$ cat config.mk
export PLATFORM = sky130hd
export DESIGN_NAME = final_syst
export DESIGN_NICKNAME = d
export VERILOG_FILES = /design/src/rtl/final_syst_pkg.sv /design/src/rtl/final_syst_flag_detector.sv /design/src/rtl/final_syst.sv
export SDC_FILE = /design/constraint.sdc
export NUM_CORES = 1
export LEC_CHECK = 0
export CAP_MARGIN = 20
export CORE_MARGIN = 10
export CORE_UTILIZATION = 49
export CTS_CLUSTER_DIAMETER = 120
export DETAILED_ROUTE_END_ITERATION = 10
export PLACE_DENSITY_LB_ADDON = 0.25
export SYNTH_ARGS = -nofsm -noshare
export SYNTH_HDL_FRONTEND = slang
export SYNTH_SLANG_ARGS = --single-unit
$ cat constraint.sdc
create_clock -name clk -period 1.95 [get_ports clk]
set_input_delay 0.195 -clock clk [delete_from_list [all_inputs] [get_ports clk]]
set_output_delay 0.195 -clock clk [all_outputs]
set_load 0.05 [all_outputs]
$ cat src/rtl/final_syst_pkg.sv
// Shared types and constants for the final_syst serial frame extractor.
// Build option: FINALSYST_SHIFT_CLR_EN clears the flag shifter when a frame ends.
package final_syst_pkg;

    typedef enum logic [2:0] {
        IDLE = 3'd0,
        HDR  = 3'd1,
        XMIT = 3'd2,
        DONE = 3'd3
    } state_e;

    localparam int         FLAG_W = 6;
    localparam logic [5:0] FLAG   = 6'b111110;
    localparam int         HDR_W  = 3;
    localparam int         BYTE_W = 8;

endpackage

$ cat src/rtl/final_syst_flag_detector.sv
// Input shift register and raw flag matcher for final_syst.
// The match looks at the five newest stored bits plus the live input bit.
module flag_detector
    import final_syst_pkg::*;
(
    input  logic              clk,
    input  logic              rst,
    input  logic              serin_i,
    input  logic              clr_i,
    output logic [BYTE_W-1:0] shift_o,
    output logic              match_o
);

    logic [BYTE_W-1:0] shift_q;
    logic [BYTE_W-1:0] shift_d;

    always_comb begin
        shift_d = {shift_q[BYTE_W-2:0], serin_i};
        if (clr_i) begin
            shift_d = '0;
        end
    end

    always_ff @(posedge clk or posedge rst) begin
        if (rst) begin
            shift_q <= '0;
        end else begin
            shift_q <= shift_d;
        end
    end

    assign shift_o = shift_q;
    assign match_o = ({shift_q[FLAG_W-2:0], serin_i} == FLAG);

endmodule

$ cat src/rtl/final_syst.sv
// Serial frame extractor: flag hunt, 3-bit length header, 8*(N+1)-bit payload.
// Build option: FINALSYST_SHIFT_CLR_EN clears the shifter on DONE->IDLE.
module final_syst
    import final_syst_pkg::*;
(
    input  logic              clk,
    input  logic              rst,
    input  logic              serin,
    output logic              serout,
    output logic              co3,
    output logic              detect,
    output logic              co8,
    output logic [7:0]        inputcounter8,
    output logic [HDR_W-1:0]  ntcout,
    output logic [BYTE_W-1:0] shift,
    output logic [2:0]        state
);

    logic [2:0]       state_q, state_d;
    logic [1:0]       cnt3_q, cnt3_d;
    logic [7:0]       ic8_q, ic8_d;
    logic [HDR_W-1:0] ntc_q, ntc_d;
    logic             match;
    logic             shift_clr;

`ifdef FINALSYST_SHIFT_CLR_EN
    assign shift_clr = (state_q == DONE);
`else
    assign shift_clr = 1'b0;
`endif

    flag_detector u_flag_detector (
        .clk     (clk),
        .rst     (rst),
        .serin_i (serin),
        .clr_i   (shift_clr),
        .shift_o (shift),
        .match_o (match)
    );

    assign detect = (state_q == IDLE) && match;
    assign co3    = (state_q == HDR) && (cnt3_q == 2'd2);
    assign co8    = (state_q == XMIT) && (ic8_q[2:0] == 3'd7);
    assign serout = (state_q == XMIT) && serin;

    always_comb begin
        state_d = state_q;
        cnt3_d  = cnt3_q;
        ic8_d   = ic8_q;
        ntc_d   = ntc_q;
        case (state_q)
            IDLE: begin
                if (detect) begin
                    state_d = HDR;
                    cnt3_d  = 2'd0;
                    ic8_d   = 8'd0;
                end
            end
            HDR: begin
                cnt3_d = cnt3_q + 2'd1;
                if (co3) begin
                    ntc_d   = {shift[1:0], serin};
                    state_d = XMIT;
                end
            end
            XMIT: begin
                ic8_d = ic8_q + 8'd1;
                if (co8) begin
                    if (ntc_q == '0) begin
                        state_d = DONE;
                    end else begin
                        ntc_d = ntc_q - 1'b1;
                    end
                end
            end
            DONE:    state_d = IDLE;
            default: state_d = IDLE;
        endcase
    end

    always_ff @(posedge clk or posedge rst) begin
        if (rst) begin
            state_q <= IDLE;
            cnt3_q  <= 2'd0;
            ic8_q   <= 8'd0;
            ntc_q   <= '0;
        end else begin
            state_q <= state_d;
            cnt3_q  <= cnt3_d;
            ic8_q   <= ic8_d;
            ntc_q   <= ntc_d;
        end
    end

    assign inputcounter8 = ic8_q;
    assign ntcout        = ntc_q;
    assign state         = state_q;

endmodule

* Word-level counts from Yosys, hierarchy flattened
Cells that the tools add are included.
** Operators by class
- Reductions and logical operators :: 13
- Div/mod/pow operators :: 0
- Add/sub/neg operators :: 3
- Equal/unequal tests :: 10
- Shifts and indexed selects :: 0
- Multiplexer cells :: 13
- Magnitude comparators :: 0
- Bitwise logic cells :: 0
- Multipliers :: 0
** Operators by type and width (count)
- 3-bit two-way mux :: 7
- 8-bit one-hot mux with 2 select lines :: 1
- 3-bit one-hot mux with 3 select lines :: 1
- 8-bit by 1-bit adder with 8-bit output (second input constant) :: 1
- 8-bit two-way mux :: 1
- 2-bit != test (second input constant) :: 4
- 4-bit AND reduction :: 2
- 6-bit equality test (second input constant) :: 1
- 3-bit zero test :: 2
- 3-bit one-hot mux with 2 select lines :: 1
- 2-bit nonzero test :: 3
- 1-bit logical AND :: 4
- 2-bit one-hot mux with 2 select lines :: 1
- 2-bit AND reduction :: 2
- 3-bit by 1-bit equality test with 1-bit output (second input constant) :: 1
- 3-bit by 2-bit equality test with 1-bit output (second input constant) :: 1
- 3-bit equality test (second input constant) :: 1
- 3-bit by 1-bit subtractor with 3-bit output (second input constant) :: 1
- 2-bit by 1-bit adder with 2-bit output (second input constant) :: 1
- 2-bit equality test (second input constant) :: 1
- 2-bit two-way mux :: 1
- 2-bit by 1-bit != test with 1-bit output (second input constant) :: 1
** Storage, ports and cells
- Input port bits :: 3
- Logic and storage cells :: 44
- Bits in registers :: 24
- Bits in writable memories :: 0
- Bits in latches :: 0
- Output and inout port bits :: 26
- Bits in read-only memories :: 0
- Memories kept :: 0

* Longest topological paths before layout
Gate-level depths: netlist of the first run.
- Word-level depth :: 4
- Mapped depth :: 7
- Gate-level depth less buffers :: 6

* Hierarchy
Synthesis of the first run repeated with hierarchy kept, for this count alone.
** Second synthesis, totals
- Cells, all modules :: 121
- Area, all modules :: 1222.4 um^2
** By module, submodules not included
- final_syst :: cells each 102, times used 1, area an instance 949.7 um^2, seq. area each 375.4 um^2
- flag_detector :: cells each 19, times used 1, area an instance 272.8 um^2, seq. area each 200.2 um^2

* Worst setup path before layout of the first run
OpenSTA, ideal clock, no wires.
- Kind :: flip-flop to flip-flop
- Start :: reg state_q[0] (netlist: state[0])
- End :: reg cnt3_q[0]
- Setup slack :: -0.724 ns
- Stages on the path, launching flop included :: 6
- Buffers on the path :: 0
- Setup time :: 0.182 ns
- Required time :: 1.768 ns
- Arrival :: 2.492 ns
- Clock period less this slack :: 2.674 ns
- Path through :: dfrtp_1 inv_1 ha_1 inv_1 nor3_1 o32ai_1
** Between the ends
- Cells in the longest elaborated chain, start to end :: 4
- Elaborated cells between the ends (all ways) :: 7
- Those cells by class :: eq/ne (2); mux (1); reduce/logical (4)
** RTL lines
- start: declaration :: RTL line final_syst.sv:19 : logic [2:0] state_q, state_d;
- start signal: assignment :: RTL line final_syst.sv:88 : state_q <= state_d;
- 3-bit zero test :: RTL line final_syst.sv:41 : assign detect = (state_q == IDLE) && match;
- 1-bit logical AND :: RTL line final_syst.sv:41
- net detect :: RTL line final_syst.sv:11 : output logic detect,
- 2-bit != test (no line)
- 2-bit AND reduction (no line)
- end signal: assignment :: RTL line final_syst.sv:89 : cnt3_q <= cnt3_d;
- end: declaration :: RTL line final_syst.sv:20 : logic [1:0] cnt3_q, cnt3_d;
The timed path passes the listed nets, and every way through them passes these cells.
A chain may end at the register's enable or synchronous reset.

* Final worst setup path of the first run
- Start :: reg state_q[0] (netlist: state[0])
- End :: out co8
** Between the ends
- Cells in the longest elaborated chain, start to end :: 2
** RTL lines
- 3-bit by 2-bit equality test with 1-bit output :: RTL line final_syst.sv:43 : assign co8 = (state_q == XMIT) && (ic8_q[2:0] == 3'd7);
- 1-bit logical AND :: RTL line final_syst.sv:43
- end: declaration :: RTL line final_syst.sv:12 : output logic co8,
Every way passes these cells.

==> metrics.csv, run 1 <==
stage,metric,value,unit
outcome,outcome,finished clean,
synthesis,yosysUniqueCellTypes,42,
placement,pre_cts_ws,0.1342,ns
synthesis,yosys_warnings,0,
sta,max_slew_margin,65.79,%
clock_tree,ctsRootBufferMaster,clkbuf_4,
floorplanning,io_pins,29,
clock_tree,clkTransAtPathRegs,0.13,ns
detailed_routing,wl,2.808,mm
sta,fin_crit_sh,94.80,%
worst_setup_path,crit_path_top_delay_cell,dfrtp_2,
sta,fmax,540.9,MHz
worst_setup_path,worstPathArrival,1.65,ns
power,p_per_area,1441,nW/µm²
global_route,grt_first_pass_wirelength,4.643,mm
detailed_routing,ant_nets,0,
detailed_routing,drt-pass1-iter-count,4,
synthesis,synth_nets,130,
cells_and_area,mostFrequentLayoutCell,clkdlybuf4s50_1,
synthesis,synth_edf_count,0,
sta,setup_viol,0,
detailed_routing,vias,1004,
global_route,first_global_vias,1003,
synthesis,yosysSeqAreaShare,45.01,%
cells_and_area,layoutNonFillerInstCount,180,
sta,worst_pin_slew,0.5115,ns
placement,io_buffers,27,
sta,rsz0062_at_grt,false,
clock_tree,cts_hold_buf,0,
synthesis,syn-cell-area,1279,µm²
clock_tree,cts_max_level,1,
clock_tree,cts.sinks,23,
cells_and_area,nFillCells,205,
worst_setup_path,crit_type,reg -> out,
worst_setup_path,cp-start-kind,flip-flop,
sta,slew_violations,0,
cells_and_area,layout-drive-gt1-share,16.67,%
worst_setup_path,cp_data_required_time,1.75,ns
detailed_routing,drc,0,
worst_setup_path,ff2ff_path_depth,6,
clock_tree,cts_buffer_depth,2,
floorplanning,die_w,71.09,µm
worst_setup_path,endpoint_kind,primary output,
worst_setup_path,path_cells,"inv_1, ha_1, buf_4, and2_1, buf_12",
placement,dp.cells,176,
worst_setup_path,slowest_delay,0.46,ns
synthesis,ys_ff_latch,23,
synthesis,avgSynthCellArea,10.84,µm²
global_route,grt_max_degree,15,
worst_setup_path,cp_top_family,flip-flops,
clock_tree,cts_buffers,3,
synthesis,synth.area.top_cells,"dfrtp_1 45%, ha_1 8.8%, o21ai_4 2.5%, nand2b_1 2.4%, a211o_2 2.3%",
detailed_routing,viasPerCell,5.578,
synthesis,synth_top_area_share,45.01,%
sta,tns,0,ns
worst_setup_path,worstPathMaxFanout,9,
clock_tree,clock_latency,0.31,ns
clock_tree,cts_tree,yes,
worst_setup_path,worst-path-buf-inv,3,
global_route,grt_antenna_before_repair,0,
sta,setup_ws,0.1013,ns
placement,place_congestion,0.8749,
floorplanning,rows,18,
cells_and_area,fin_nets,163,
clock_tree,ctsResizeCount,0,
clock_tree,post_cts_buffers,0,
detailed_routing,avgRoutedWirePerCell,15.60,µm
synthesis,synth_flop_cell,dfrtp_1,
flow_run,max_cap_violations,0,
floorplanning,initial_core_util,51.62,%
cells_and_area,syn_to_final_growth,30.82,%
global_route,gr-total-overflow,0,
floorplanning,die_y,71.09,µm
sta,fin_crit,1.849,ns
synthesis,async_flop_share,100.0,%
power,leakage,0.7672,nW
global_route,track_usage,10.86,%
sta,fin_skew,0.001697,ns
power,max-vdd-ir-drop,1.068,mV
synthesis,yosys.area.top_type,dfrtp_1,
floorplanning,die_area,5053,µm²
sta,final-hold-violation-count,0,
detailed_routing,drt-initial-drc-count,78,
floorplanning,core,2477,µm²
placement,dp_hpwl,2.248,mm
synthesis,synthCells,118,
cells_and_area,antenna_cells,0,
worst_setup_path,cp_num_cells,5,
hold_path,min_path_type,in -> async,
cells_and_area,most-common-layout-cells,"23 x clkdlybuf4s50_1, 22 x dfrtp_1, 9 x ha_1",
[through the flow]
| step | utilization, % | total power [mW] | hold WS [ns] | area [µm²] |
|---|---|---|---|---|
| after floorplan | - | 1.772 | 0.1969 | 1291 |
| after global placement | 66.31 | 2.157 | 0.3604 | 1643 |
| after detailed placement | 66.31 | 2.203 | 0.3744 | 1643 |
| after CTS | 67.53 | 2.430 | 0.1869 | 1673 |
| after global routing | 67.53 | 2.575 | 0.2137 | 1673 |
| final | 67.53 | 2.411 | 0.1787 | 1673 |
[routing by layer]
layer	routed length [µm]	up-vias	global-route usage (%)
li1	-	487	-
met1	1176	493	12.39
met2	1435	20	19.19
met3	177	4	3.766
met4	19	0	1.935
met5	0	-	0
[synth_stat cells, types with 2 or more instances]
library cell / count
nor3b_1: 2
nor3_1: 4
and2_1: 4
o22a_1: 2
nor2_1: 7
nand2_1: 7
nand3_1: 3
nor2b_1: 2
nand2b_1: 5
and4b_1: 2
a31oi_1: 3
buf_6: 2
inv_1: 8
dfrtp_1: 23
a21oi_1: 3
a32o_1: 2
and3_1: 3
a211o_2: 3
o21ai_4: 2
ha_1: 9
[worst reg2reg max path: stages, from the launching register on]
cell	delay, ns
dfrtp_1	0.46
ha_1	0.20
ha_1	0.26
nand3b_1	0.11
a21oi_1	0.21
nand2_1	0.11
mux2_2	0.28
[final cells by class]
type / instances / area, µm² / area share (%)
clock inverters: 1 / 7.507 / 0.4488
inverters: 8 / 30.03 / 1.795
repair buffers: 32 / 347.8 / 20.79
multi-input cells: 83 / 650.6 / 38.89
well taps: 30 / 37.54 / 2.244
flip-flops and latches: 23 / 576.8 / 34.48
clock buffers: 3 / 22.52 / 1.346
[registers in the layout (all words and copies together), names as in the netlist]
register / flops
u_flag_detector.shift_o: 8
inputcounter8: 8
cnt3_q: 2
ntcout: 3
state: 2
[where the power goes]
group	leakage [nW]	switching, mW	internal (mW)	total [mW]
logic	0.469	0.882	0.590	1.47
clock network	0.0139	0.152	0.0782	0.230
registers	0.284	0.117	0.592	0.709
[worst paths after layout]
kind | start | endpoint | slack [ns]
max in group asynchronous | rst | u_flag_detector.shift_o[5] | 1.24
worst max-delay path | state[0] | co8 | 0.10
worst min-delay path | rst | inputcounter8[4] | 0.18
min in group clk | serin | u_flag_detector.shift_o[0] | 0.39
worst max register to register | inputcounter8[0] | state[1] | 0.22
worst min register to register | u_flag_detector.shift_o[6] | u_flag_detector.shift_o[7] | 0.40
[logic make-up after synthesis]
group / Yosys count / synth area share, %
simple gates: 46 / 21.92
other cells: 1 / 0.2933
flops: 23 / 45.01
fa+ha+maj: 9 / 8.806
buf+inv: 12 / 4.990
mux: 2 / 1.957
compound gates: 25 / 17.03
Note: power is estimated with default switching activity, not from simulation.
==> inputs of run 2 (changes only) <==
--- a/config.mk
+++ b/config.mk
@@ -5,12 +5,14 @@
 export SDC_FILE = /design/constraint.sdc
 export NUM_CORES = 1
 export LEC_CHECK = 0
+export ABC_CLOCK_PERIOD_IN_PS = 1950
 export CAP_MARGIN = 20
 export CORE_MARGIN = 10
-export CORE_UTILIZATION = 49
+export CORE_UTILIZATION = 25
 export CTS_CLUSTER_DIAMETER = 120
 export DETAILED_ROUTE_END_ITERATION = 10
 export PLACE_DENSITY_LB_ADDON = 0.25
+export SETUP_SLACK_MARGIN = 0.02
 export SYNTH_ARGS = -nofsm -noshare
 export SYNTH_HDL_FRONTEND = slang
 export SYNTH_SLANG_ARGS = --single-unit
==> metrics.csv, run 2 (same netlist as run 1, synthesis figures left out) <==
stage,metric,value,unit,change
outcome,outcome,finished clean,,
power,p_per_area,1437,nW/µm²,-0.27%
cells_and_area,mostFrequentLayoutCell,clkdlybuf4s50_1,,
floorplanning,die_y,91.52,µm,+29%
floorplanning,rows,25,,+7
sta,worst_pin_slew,0.5109,ns,-0.0006229 ns
cells_and_area,antenna_cells,0,,unchanged
clock_tree,cts_max_level,1,,unchanged
clock_tree,cts_buffer_depth,2,,unchanged
worst_setup_path,worst-path-buf-inv,3,,unchanged
global_route,grt_first_pass_wirelength,5.319,mm,+15%
hold_path,min_path_type,in -> async,,
cells_and_area,layout-drive-gt1-share,19.08,%,+2.4 points
detailed_routing,avgRoutedWirePerCell,13.97,µm,-10%
global_route,gr-total-overflow,0,,unchanged
sta,rsz0062_at_grt,false,,
worst_setup_path,cp_data_required_time,1.75,ns,about the same
sta,fin_crit_sh,91.21,%,-3.6 points
clock_tree,ctsRootBufferMaster,clkbuf_8,,
sta,setup_ws,0.1715,ns,+0.07014 ns
sta,fmax,562.3,MHz,+3.9%
worst_setup_path,rr_endpoint,ntcout[2],,
detailed_routing,drt-pass1-iter-count,4,,unchanged
clock_tree,clkTransAtPathRegs,0.09,ns,-0.04 ns
detailed_routing,drc,0,,unchanged
sta,final-hold-violation-count,0,,unchanged
sta,slew_violations,0,,unchanged
worst_setup_path,crit_path_top_delay_cell,dfrtp_2,,
global_route,track_usage,7.584,%,-3.3 points
detailed_routing,drt-initial-drc-count,64,,-18%
worst_setup_path,worst-r2r-setup-slack,0.28,ns,+0.06 ns
floorplanning,core,4848,µm²,+96%
placement,place_congestion,0.7592,,-13%
detailed_routing,viasPerCell,4.648,,-17%
worst_setup_path,cp-start-kind,flip-flop,,
worst_setup_path,worstPathArrival,1.58,ns,-0.07 ns
floorplanning,initial_core_util,26.37,%,-25 points
clock_tree,ctsResizeCount,0,,unchanged
worst_setup_path,endpoint_kind,primary output,,
power,power.total,2.519,mW,+4.5%
global_route,grt_antenna_before_repair,0,,unchanged
sta,tns,0,ns,unchanged
global_route,first_global_vias,1033,,+3.0%
sta,fin_crit,1.779,ns,-0.07014 ns
clock_tree,cts_hold_buf,0,,unchanged
clock_tree,clock_latency,0.27,ns,-0.04 ns
detailed_routing,wl,3.059,mm,+8.9%
clock_tree,cts_tree,yes,,
clock_tree,post_cts_buffers,0,,unchanged
clock_tree,cts.sinks,23,,unchanged
worst_setup_path,path_cells,"inv_1, ha_1, buf_4, and2_2, buf_12",,
cells_and_area,most-common-layout-cells,"23 x clkdlybuf4s50_1, 22 x dfrtp_1, 9 x ha_1",,
sta,setup_viol,0,,unchanged
worst_setup_path,slowest_delay,0.44,ns,-0.02 ns
worst_setup_path,crit_type,reg -> out,,
worst_setup_path,cp_top_family,flip-flops,,
detailed_routing,ant_nets,0,,unchanged
global_route,grt_max_degree,24,,+9
cells_and_area,multiInputGateArea,653.1,µm²,+0.38%
worst_setup_path,reg2reg_from,state[1],,
cells_and_area,fin_nets,165,,+1.2%
floorplanning,io_pins,29,,unchanged
cells_and_area,regArea,576.8,µm²,unchanged
placement,io_buffers,27,,unchanged
detailed_routing,vias,1018,,+1.4%
cells_and_area,syn_to_final_growth,37.08,%,
power,leakage,0.7905,nW,+3.0%
power,max-vdd-ir-drop,0.6234,mV,-42%
flow_run,max_cap_violations,0,,unchanged
placement,pre_cts_ws,0.09627,ns,-0.03794 ns
cells_and_area,layoutNonFillerInstCount,219,,+22%
placement,dp.cells,215,,+22%
worst_setup_path,crit_start,state[0],,
clock_tree,cts_buffers,3,,unchanged
floorplanning,die_area,8376,µm²,+66%
placement,dp_hpwl,2.318,mm,+3.1%
sta,max_slew_margin,65.84,%,about the same
sta,fin_skew,0.001179,ns,-0.0005182 ns
worst_setup_path,ff2ff_path_depth,6,,unchanged
floorplanning,die_w,91.52,µm,+29%
cells_and_area,nFillCells,489,,+140%
sta,hold-worst-slack,0.2577,ns,+0.07902 ns
worst_setup_path,worstPathMaxFanout,9,,unchanged
[run 2: changes by cell type in the layout (fill, tap and decap cells not counted)]
cell	delta
buf_4	+2
clkbuf_4	-3
and2_1	-2
clkinv_2	+1
clkinvlp_4	-1
clkbuf_8	+3
and2_2	+2
[run 2: worst reg2reg max path: cells and delay by family, from the launching register on]
kind	cells	cell delay [ns]
AND/OR/NAND/NOR	1	0.21
AO/OA/AOI/OAI	2	0.34
flip-flops	1	0.43
adder cells (fa/ha/maj)	1	0.28
multiplexers	1	0.26
buffers and inverters	1	0.09
[run 2: through the flow]
step / util, % / area, µm²
after global routing: 36.15 / 1753
after detailed placement: 35.20 / 1707
after floorplan: - / 1294
after global placement: 35.20 / 1707
after CTS: 36.15 / 1753
final: 36.15 / 1753
[run 2: layer usage]
layer,vias up,routed length (µm),GRT usage [%]
li1,491,-,-
met1,502,1453,9.336
met2,21,1406,12.20
met3,4,174,2.963
met4,0,25,1.567
met5,-,0,0
[run 2: area by class of cell]
| cell class | instances | share of cell area (%) |
|---|---|---|
| inverters | 8 | 1.713 |
| multi-input cells | 83 | 37.26 |
| repair buffers | 34 | 20.70 |
| flip-flops and latches | 23 | 32.91 |
| well taps | 67 | 4.782 |
| clock inverters | 1 | 0.2855 |
| clock buffers | 3 | 2.355 |
[run 2: how the worst max path moves through the flow]
stage	end	depth (start not counted)
3_3_place_gp	inputcounter8[6]	5
2_1_floorplan	cnt3_q[0]	5
6_report	co8	5
3_5_place_dp	inputcounter8[6]	5
5_1_grt	co8	5
4_1_cts	co8	5
[run 2: report_power, final]
group	switching, mW	total, mW	leakage [nW]	internal, mW
logic	0.907	1.52	0.481	0.609
registers	0.102	0.695	0.284	0.592
clock network	0.166	0.309	0.0255	0.143
total	1.17	2.52	0.791	1.34
